### config.mk
export PLATFORM = sky130hd
export DESIGN_NAME = seg_shift_ctrl
export DESIGN_NICKNAME = d
export VERILOG_FILES = /design/src/rtl/seg_shift_ctrl.sv
export SDC_FILE = /design/constraint.sdc
export NUM_CORES = 1
export LEC_CHECK = 0
export ABC_AREA = 1
export CAP_MARGIN = 30
export CORE_ASPECT_RATIO = 1.4
export CORE_MARGIN = 2
export CORE_UTILIZATION = 25
export DETAILED_ROUTE_END_ITERATION = 8
export PLACE_DENSITY_LB_ADDON = 0.05
export RECOVER_POWER = 25
export SYNTH_ARGS = -nofsm -noshare
export SYNTH_HDL_FRONTEND = slang
export SYNTH_SLANG_ARGS = --single-unit
### constraint.sdc
create_clock -name SI_ClkIn -period 2.12 [get_ports SI_ClkIn]
set_input_delay 0.424 -clock SI_ClkIn [delete_from_list [all_inputs] [get_ports SI_ClkIn]]
set_output_delay 0.424 -clock SI_ClkIn [all_outputs]
set_load 0.05 [all_outputs]
### src/rtl/seg_shift_ctrl.sv
// Serial shift-register driver: clears the external register, then shifts each accepted
// pattern out MSB first and strobes seg_pen. Optional auto-refresh: SEG_SHIFT_AUTO_REFRESH_EN.
module seg_shift_ctrl #(
  parameter int DATA_W      = 64,
  parameter int CLK_DIV     = 4,
  parameter int REFRESH_CYC = 1000000
) (
  input  logic              SI_ClkIn,
  input  logic              SI_Reset_N,
  input  logic              load_valid,
  input  logic [DATA_W-1:0] load_data,
  output logic              load_ready,
  output logic              busy,
  output logic              done,
  output logic              seg_clk,
  output logic              seg_do,
  output logic              seg_pen,
  output logic              seg_clr_n
);

  localparam int BIT_W = $clog2(DATA_W + 1);
  localparam int DIV_W = $clog2(2 * CLK_DIV + 1);
  localparam logic [DIV_W-1:0] DIV_HALF   = DIV_W'(CLK_DIV);
  localparam logic [DIV_W-1:0] DIV_LAST   = DIV_W'(2 * CLK_DIV - 1);
  localparam logic [DIV_W-1:0] LATCH_LAST = DIV_W'(CLK_DIV - 1);
  localparam logic [BIT_W-1:0] BIT_LAST   = BIT_W'(DATA_W - 1);

  typedef enum logic [1:0] {S_CLR, S_IDLE, S_SHIFT, S_LATCH} state_t;

  state_t            r_state, w_state_nxt;
  logic [DIV_W-1:0]  r_div, w_div_nxt;
  logic [BIT_W-1:0]  r_bit, w_bit_nxt;
  logic [DATA_W-1:0] r_shift, w_shift_nxt;
  logic              r_done, w_done_nxt;
  logic              w_accept;
  logic              w_start;
  logic [DATA_W-1:0] w_start_data;

  assign w_accept = load_valid && load_ready;

`ifdef SEG_SHIFT_AUTO_REFRESH_EN
  localparam int REF_W = $clog2(REFRESH_CYC + 1);
  localparam logic [REF_W-1:0] REF_LAST = REF_W'(REFRESH_CYC - 1);

  logic [REF_W-1:0]  r_ref_cnt;
  logic [DATA_W-1:0] r_retain;
  logic              w_refresh;

  // A real load in the trigger cycle takes priority over the refresh.
  assign w_refresh    = (r_state == S_IDLE) && !w_accept && (r_ref_cnt == REF_LAST);
  assign w_start      = w_accept || w_refresh;
  assign w_start_data = w_accept ? load_data : r_retain;

  always_ff @(posedge SI_ClkIn or negedge SI_Reset_N) begin
    if (!SI_Reset_N) begin
      r_ref_cnt <= '0;
      r_retain  <= '0;
    end else begin
      if (w_accept) r_retain <= load_data;
      if ((r_state != S_IDLE) || w_start) r_ref_cnt <= '0;
      else                                r_ref_cnt <= r_ref_cnt + REF_W'(1);
    end
  end
`else
  assign w_start      = w_accept;
  assign w_start_data = load_data;
`endif

  // NOTE: state registers use non-blocking assignments so every flop samples pre-edge values.
  // NOTE: the shift register is reset too, so seg_do and any retained data are defined after reset.
  always_ff @(posedge SI_ClkIn or negedge SI_Reset_N) begin
    if (!SI_Reset_N) begin
      r_state <= S_CLR;
      r_div   <= '0;
      r_bit   <= '0;
      r_shift <= '0;
      r_done  <= 1'b0;
    end else begin
      r_state <= w_state_nxt;
      r_div   <= w_div_nxt;
      r_bit   <= w_bit_nxt;
      r_shift <= w_shift_nxt;
      r_done  <= w_done_nxt;
    end
  end

  // NOTE: every output of this block gets a default first so no latch can be inferred.
  always_comb begin
    w_state_nxt = r_state;
    w_div_nxt   = r_div;
    w_bit_nxt   = r_bit;
    w_shift_nxt = r_shift;
    w_done_nxt  = 1'b0;
    unique case (r_state)
      S_CLR: begin
        if (r_div == DIV_LAST) begin
          w_state_nxt = S_IDLE;
          w_div_nxt   = '0;
        end else begin
          w_div_nxt = r_div + DIV_W'(1);
        end
      end
      S_IDLE: begin
        if (w_start) begin
          w_state_nxt = S_SHIFT;
          w_shift_nxt = w_start_data;
          w_div_nxt   = '0;
          w_bit_nxt   = '0;
        end
      end
      S_SHIFT: begin
        if (r_div == DIV_LAST) begin
          w_div_nxt   = '0;
          w_shift_nxt = r_shift << 1;
          if (r_bit == BIT_LAST) begin
            w_state_nxt = S_LATCH;
            w_bit_nxt   = '0;
          end else begin
            w_bit_nxt = r_bit + BIT_W'(1);
          end
        end else begin
          w_div_nxt = r_div + DIV_W'(1);
        end
      end
      S_LATCH: begin
        if (r_div == LATCH_LAST) begin
          w_state_nxt = S_IDLE;
          w_div_nxt   = '0;
          w_done_nxt  = 1'b1;
        end else begin
          w_div_nxt = r_div + DIV_W'(1);
        end
      end
      default: w_state_nxt = S_CLR;
    endcase
  end

  // Outputs decode straight from flops so reset drives them asynchronously.
  assign load_ready = (r_state == S_IDLE);
  assign busy       = !load_ready;
  assign done       = r_done;
  assign seg_clr_n  = (r_state != S_CLR);
  assign seg_pen    = !((r_state == S_SHIFT) || (r_state == S_LATCH));
  assign seg_clk    = (r_state == S_SHIFT) && (r_div >= DIV_HALF);
  assign seg_do     = (r_state == S_SHIFT) && r_shift[DATA_W-1];

endmodule

==> run_results.csv, run 1 <==
group,metric,value,unit
run_status,outcome,"finished, final reports clean",
detailed_routing,drt_pass1_iterations,4,
die,rows,54,
power,power.leakage,2.49,nW
sta,grt_setup_unrepaired,"no",
worst_setup_path,required,1700,ps
global_route,antenna_found_initial,0,
worst_setup_path,cp-start-kind,"flip-flop",
synth,yosysSeqAreaShare,0.487,
worst_setup_path,worstSetupEndpointType,"primary output",
hold_path,hold-path-endpoint,"r_shift[7]$_DFFE_PN0P_",
detailed_routing,postRouteAntennaNets,0,
layout,seqCellArea,1950,µm²
clocking,cts_tree,"done",
synth,synth_edf_count,0,
detailed_routing,vias,3410,
sta,setup-tns-final,0,ps
placed_design,io_buffers,73,
placed_design,routabilityCongestion,0.770,
synth,avgSynthCellArea,7.64,µm²
synth,synthCells,525,
worst_setup_path,critPathKind,"flip-flop to primary output",
worst_setup_path,path_max_fanout,12,
synth,netlist_area,4010,µm²
die,die_h,154,µm
layout,nFillCells,1769,
power,seq_power_share,0.308,
clocking,numCtsBuffers,9,
hold_path,whs_path_depth,2,
synth,synthFlopType,"dfrtp_1",
worst_setup_path,ff2ff_setup_slack,330,ps
worst_setup_path,critical_path_arrival,1550,ps
sta,finalSetupViolCount,0,
power,power,7.65,mW
placed_design,place_area,4990,µm²
clocking,clock-root-buffer,"clkbuf_16",
layout,multi_input_area,1590,µm²
die,core_region_area,15700,µm²
global_route,grt_max_degree,62,
sta,fmax,506,MHz
power,pwr_density_cell,1440,nW/µm²
layout,mostFrequentLayoutCells,"153 x nand2_1, 126 x o21ai_0, 78 x inv_1, 78 x dfrtp_1, 66 x clkdlybuf4s50_1",
hold_path,hold_path.class,"flip-flop to flip-flop",
synth,yosysWarningCount,0,
sta,period_needed,1980,ps
detailed_routing,via_per_inst,4.29,
global_route,grt_pass1_vias,3490,
power,ir_drop,0.752,mV
sta,worst_pin_slew,1050,ps
layout,drive_gt1_frac,0.0719,
global_route,grt_pass1_wl,16700,µm
sta,finClkSkew,7.82,ps
global_route,globalRouteTotalUtil,0.121,
die,dieArea,17100,µm²
layout,n_antenna_cell,0,
synth,synthArstFlopShare,1.00,
power,switchingPower,3.10,mW
die,io_pins,74,
sta,finalCritPeriodShare,0.932,
worst_setup_path,rr_worst_depth,9,
hold_path,min_from,"r_shift[7]$_DFFE_PN0P_",
sta,drv_slew,0,
detailed_routing,wl_per_cell,12.2,µm
layout,finalNetCount,667,
synth,ys_ff_latch,78,
layout,area_delta_synth_final,32.7,%
detailed_routing,routed_wl,9680,µm
die,die_w,111,µm
synth,synth.net_count,599,
clocking,clkTransAtPathRegs,60,ps
power,switching_share,0.406,
detailed_routing,drcViolationCount,0,
power,p_clk_frac,0.221,
layout,final_common_cell,"nand2_1",
power,combPwrFrac,0.470,
clocking,cts_sinks,78,
placed_design,dp_hpwl,6650,µm
clocking,clockBufferDepth,2,
power,p_int,4.55,mW
sta,hold_violations,0,
clocking,cts_max_level,3,
job,cap_viol_max_count,0,
sta,holdWs,483,ps
layout,fin_area,5320,µm²
detailed_routing,drt_iter0_drc,210,
worst_setup_path,reg2reg_from,"r_state[1]$_DFFE_PN0P_",
die,initial_utilization,0.256,
synth,yosysUniqueCellTypes,25,
sta,relSlewSlack,0.299,
clocking,clk_latency,330,ps
worst_setup_path,r2r_end,"r_bit[3]$_DFFE_PN0P_",
global_route,overflow,0,
## registers in the layout, summed over array words and instances, names as in the netlist
register,cells
r_bit,7
r_state,2
r_div,4
r_shift,64
done,1
## metrics by stage
stage                util  instances  worst slack (ps)
detailed placement  0.319        777               136
global placement    0.319        777               179
finish              0.340        794               143
CTS                 0.340        794              35.9
global route        0.340        794              22.0
floorplan               -        525              21.9
## cell type report
class | count | share of cell area
clock inverter | 5 | 0.0153
multi-input combinational | 339 | 0.298
inverter | 79 | 0.0562
sequential | 78 | 0.367
timing repair buffer | 86 | 0.172
clock buffer | 11 | 0.0456
tap | 196 | 0.0461
## power groups by stage
stage	combinational (mW)	clock, mW	sequential (mW)
2_1_floorplan	2.72	0	2.34
3_3_place_gp	3.63	0	2.38
3_5_place_dp	3.67	0	2.39
4_1_cts	3.70	1.75	2.37
5_1_grt	4.21	1.82	2.43
6_report	3.60	1.69	2.36
## cells by family (layout without fill, tap and decap cells)
kind of cell / after synthesis / count (layout) / synth area share
XOR/XNOR: 1 / 1 / 0.00218
AND/OR/NAND/NOR: 188 / 188 / 0.185
AO/OA/AOI/OAI: 143 / 143 / 0.184
buffers and inverters: 108 / 181 / 0.120
adder cells (fa/ha/maj): 7 / 7 / 0.0218
flip-flops: 78 / 78 / 0.487
## synthesized netlist by cell type (2+ instances only)
| library cell | number | share of area |
|---|---|---|
| o211ai_1 | 2 | 0.0037 |
| ha_1 | 7 | 0.022 |
| nand2_1 | 153 | 0.14 |
| nand2_2 | 2 | 0.0031 |
| buf_2 | 9 | 0.011 |
| clkbuf_1 | 11 | 0.010 |
| a21oi_1 | 5 | 0.0062 |
| buf_6 | 8 | 0.022 |
| o21ai_1 | 6 | 0.0075 |
| dfrtp_1 | 78 | 0.49 |
| nand4_1 | 2 | 0.0031 |
| nand3_1 | 15 | 0.019 |
| nor2_1 | 13 | 0.012 |
| inv_1 | 78 | 0.073 |
| o21ai_0 | 126 | 0.16 |
## worst max path at each step
stage	from	end	slack, ps	cells past startpoint
final	r_state[0]$_DFFE_PN0P_	seg_do	140	6
after global routing	r_state[0]$_DFFE_PN0P_	seg_do	20	6
after CTS	r_state[0]$_DFFE_PN0P_	seg_do	40	6
after detailed placement	load_valid	r_shift[24]$_DFFE_PN0P_	140	9
after global placement	load_valid	r_shift[27]$_DFFE_PN0P_	180	9
after floorplan	r_state[0]$_DFFE_PN0P_	seg_pen	20	5
## worst max-delay path: stages, from the launching register on
cell	delay [ps]
dfrtp_1	420
inv_1	100
ha_2	230
buf_6	160
nand2_1	70
inv_1	90
buf_12	140
## per-layer routing
metal | up-vias | track usage | routed length [µm]
met1 | 1554 | 0.157 | 4530
met5 | - | 0 | 0
met3 | 10 | 0.0300 | 378
met2 | 60 | 0.194 | 4630
li1 | 1786 | - | -
met4 | 0 | 0.0453 | 142
## what timing repair did
| item | 4_1_cts | 5_1_grt |
|---|---|---|
| buffers inserted | 0 | 0 |
| endpoints found under the setup margin | 0 | 1 |
| resized for setup | 0 | 2 |
| hold buffers | 1 | 0 |
| endpoints found under the hold margin | 16 | 0 |
Power figures use the tool's default switching activity.
==> inputs of run 2 (changes only) <==
CAP_MARGIN = unset   (was 30)
SLEW_MARGIN = 10   (was unset)
==> results of run 2 <==
No change in the layout: final DEF, timing and power equal those of run 1.
==> inputs of run 3 (changes only) <==
CORE_MARGIN = 8   (was 2)
==> run_results.csv, run 3 (synthesis results as in run 1) <==
group,metric,value,unit
detailed_routing,via_per_inst,4.33,
placed_design,routabilityCongestion,0.775,
global_route,grt_max_degree,81,
job,cap_viol_max_count,0,
layout,final_common_cell,"nand2_1",
detailed_routing,vias,3440,
worst_setup_path,ff2ff_setup_slack,350,ps
worst_setup_path,path_max_fanout,6,
clocking,clock-root-buffer,"clkbuf_16",
clocking,ctsHoldBuffers,0,
detailed_routing,postRouteAntennaNets,0,
sta,finalCritPeriodShare,0.926,
detailed_routing,routed_wl,10100,µm
worst_setup_path,r2r_end,"r_shift[50]$_DFFE_PN0P_",
power,pwr_density_cell,1440,nW/µm²
placed_design,dp_hpwl,7150,µm
detailed_routing,wl_per_cell,12.7,µm
power,power,7.66,mW
placed_design,io_buffers,73,
global_route,grt_pass1_vias,3585,
global_route,antenna_found_initial,0,
layout,drive_gt1_frac,0.0705,
global_route,overflow,0,
die,die_w,123,µm
global_route,globalRouteTotalUtil,0.104,
clocking,cts_max_level,3,
worst_setup_path,worstSetupEndpointType,"primary output",
worst_setup_path,critical_path_arrival,1540,ps
die,initial_utilization,0.251,
sta,finClkSkew,7.56,ps
layout,finalNetCount,667,
global_route,grt_pass1_wl,17100,µm
die,io_pins,74,
layout,n_antenna_cell,0,
power,power.leakage,2.49,nW
worst_setup_path,cp-start-kind,"flip-flop",
sta,fmax,510,MHz
clocking,clk_latency,330,ps
detailed_routing,drcViolationCount,0,
die,die_h,166,µm
layout,nFillCells,1725,
sta,period_needed,1960,ps
clocking,numCtsBuffers,9,
worst_setup_path,required,1700,ps
clocking,clockBufferDepth,2,
run_status,outcome,"finished, final reports clean",
layout,mostFrequentLayoutCells,"153 x nand2_1, 126 x o21ai_0, 78 x inv_1, 78 x dfrtp_1, 66 x clkdlybuf4s50_1",
clocking,cts_sinks,78,
layout,utilization,0.333,
clocking,clkTransAtPathRegs,60,ps
clocking,cts_setup_buffers,0,
worst_setup_path,critPathKind,"flip-flop to primary output",
die,rows,55,
worst_setup_path,rr_worst_depth,9,
detailed_routing,drt_iter0_drc,240,
sta,relSlewSlack,0.356,
die,core_region_area,16000,µm²
sta,worst_pin_slew,966,ps
hold_path,hold_path.class,"input pin to asynchronous set/reset pin",
layout,area_delta_synth_final,32.5,%
layout,top_regs,"r_shift (64), r_bit (7), r_div (4)",
sta,holdWs,226,ps
sta,grt_setup_unrepaired,"no",
layout,largest_register,"r_shift",
sta,setup-tns-final,0,ps
die,dieArea,20400,µm²
worst_setup_path,reg2reg_from,"r_state[1]$_DFFE_PN0P_",
sta,drv_slew,0,
clocking,cts_tree,"done",
layout,largest_reg_flops,64,
sta,finalSetupViolCount,0,
detailed_routing,drt_pass1_iterations,4,
sta,hold_violations,0,
power,ir_drop,0.787,mV
==> run 3: area by class of cell <==
type | count | area [µm²] | share of cell area
flip-flops and latches | 78 | 1950 | 0.367
clock inverters | 4 | 97.6 | 0.0184
repair buffers | 86 | 892 | 0.168
multi-input cells | 339 | 1600 | 0.300
inverters | 79 | 299 | 0.0563
clock buffers | 10 | 229 | 0.0431
well taps | 199 | 249 | 0.0469
==> run 3: worst max path at each step <==
stage,start,slack (ps),end,cells after the start
after global routing,r_state[0]$_DFFE_PN0P_,50,seg_do,6
after global placement,load_valid,190,r_shift[34]$_DFFE_PN0P_,9
after CTS,r_state[0]$_DFFE_PN0P_,60,seg_do,6
after detailed placement,load_valid,160,r_shift[50]$_DFFE_PN0P_,8
final,r_state[0]$_DFFE_PN0P_,160,seg_do,6
after floorplan,r_state[0]$_DFFE_PN0P_,20,seg_pen,5
==> run 3: where the power goes <==
part / leakage [nW] / internal [mW] / switching, mW
Sequential: 0.982 / 2.16 / 0.200
Combinational: 1.35 / 1.30 / 2.28
Clock: 0.155 / 1.14 / 0.583
Total: 2.49 / 4.60 / 3.06
==> run 3: per-stage QoR <==
stage | cells | cell area, µm² | setup WS (ps)
floorplan | 525 | 4020 | 21.9
global placement | 781 | 4980 | 188
detailed placement | 781 | 4980 | 162
CTS | 795 | 5310 | 63.9
global route | 795 | 5310 | 53.9
finish | 795 | 5310 | 158
==> run 3: metal layers <==
layer | global-route usage | vias up | routed length, µm
met5 | 0 | - | 0
met4 | 0.0331 | 0 | 108
met3 | 0.0327 | 7 | 542
met2 | 0.172 | 67 | 4950
met1 | 0.124 | 1585 | 4490
li1 | - | 1781 | -
==> run 3: timing repair <==
action,4_1_cts,5_1_grt
gates resized for setup,1,1
endpoints found under the setup margin,1,1
gates cloned,0,0
endpoints found under the hold margin,0,0
==> run 3: critical path: stages, from the launching register on <==
cell and delay (ps):
dfrtp_1 430, inv_1 140, ha_4 200, buf_4 150, nand2_1 50, inv_1 100
buf_12 140
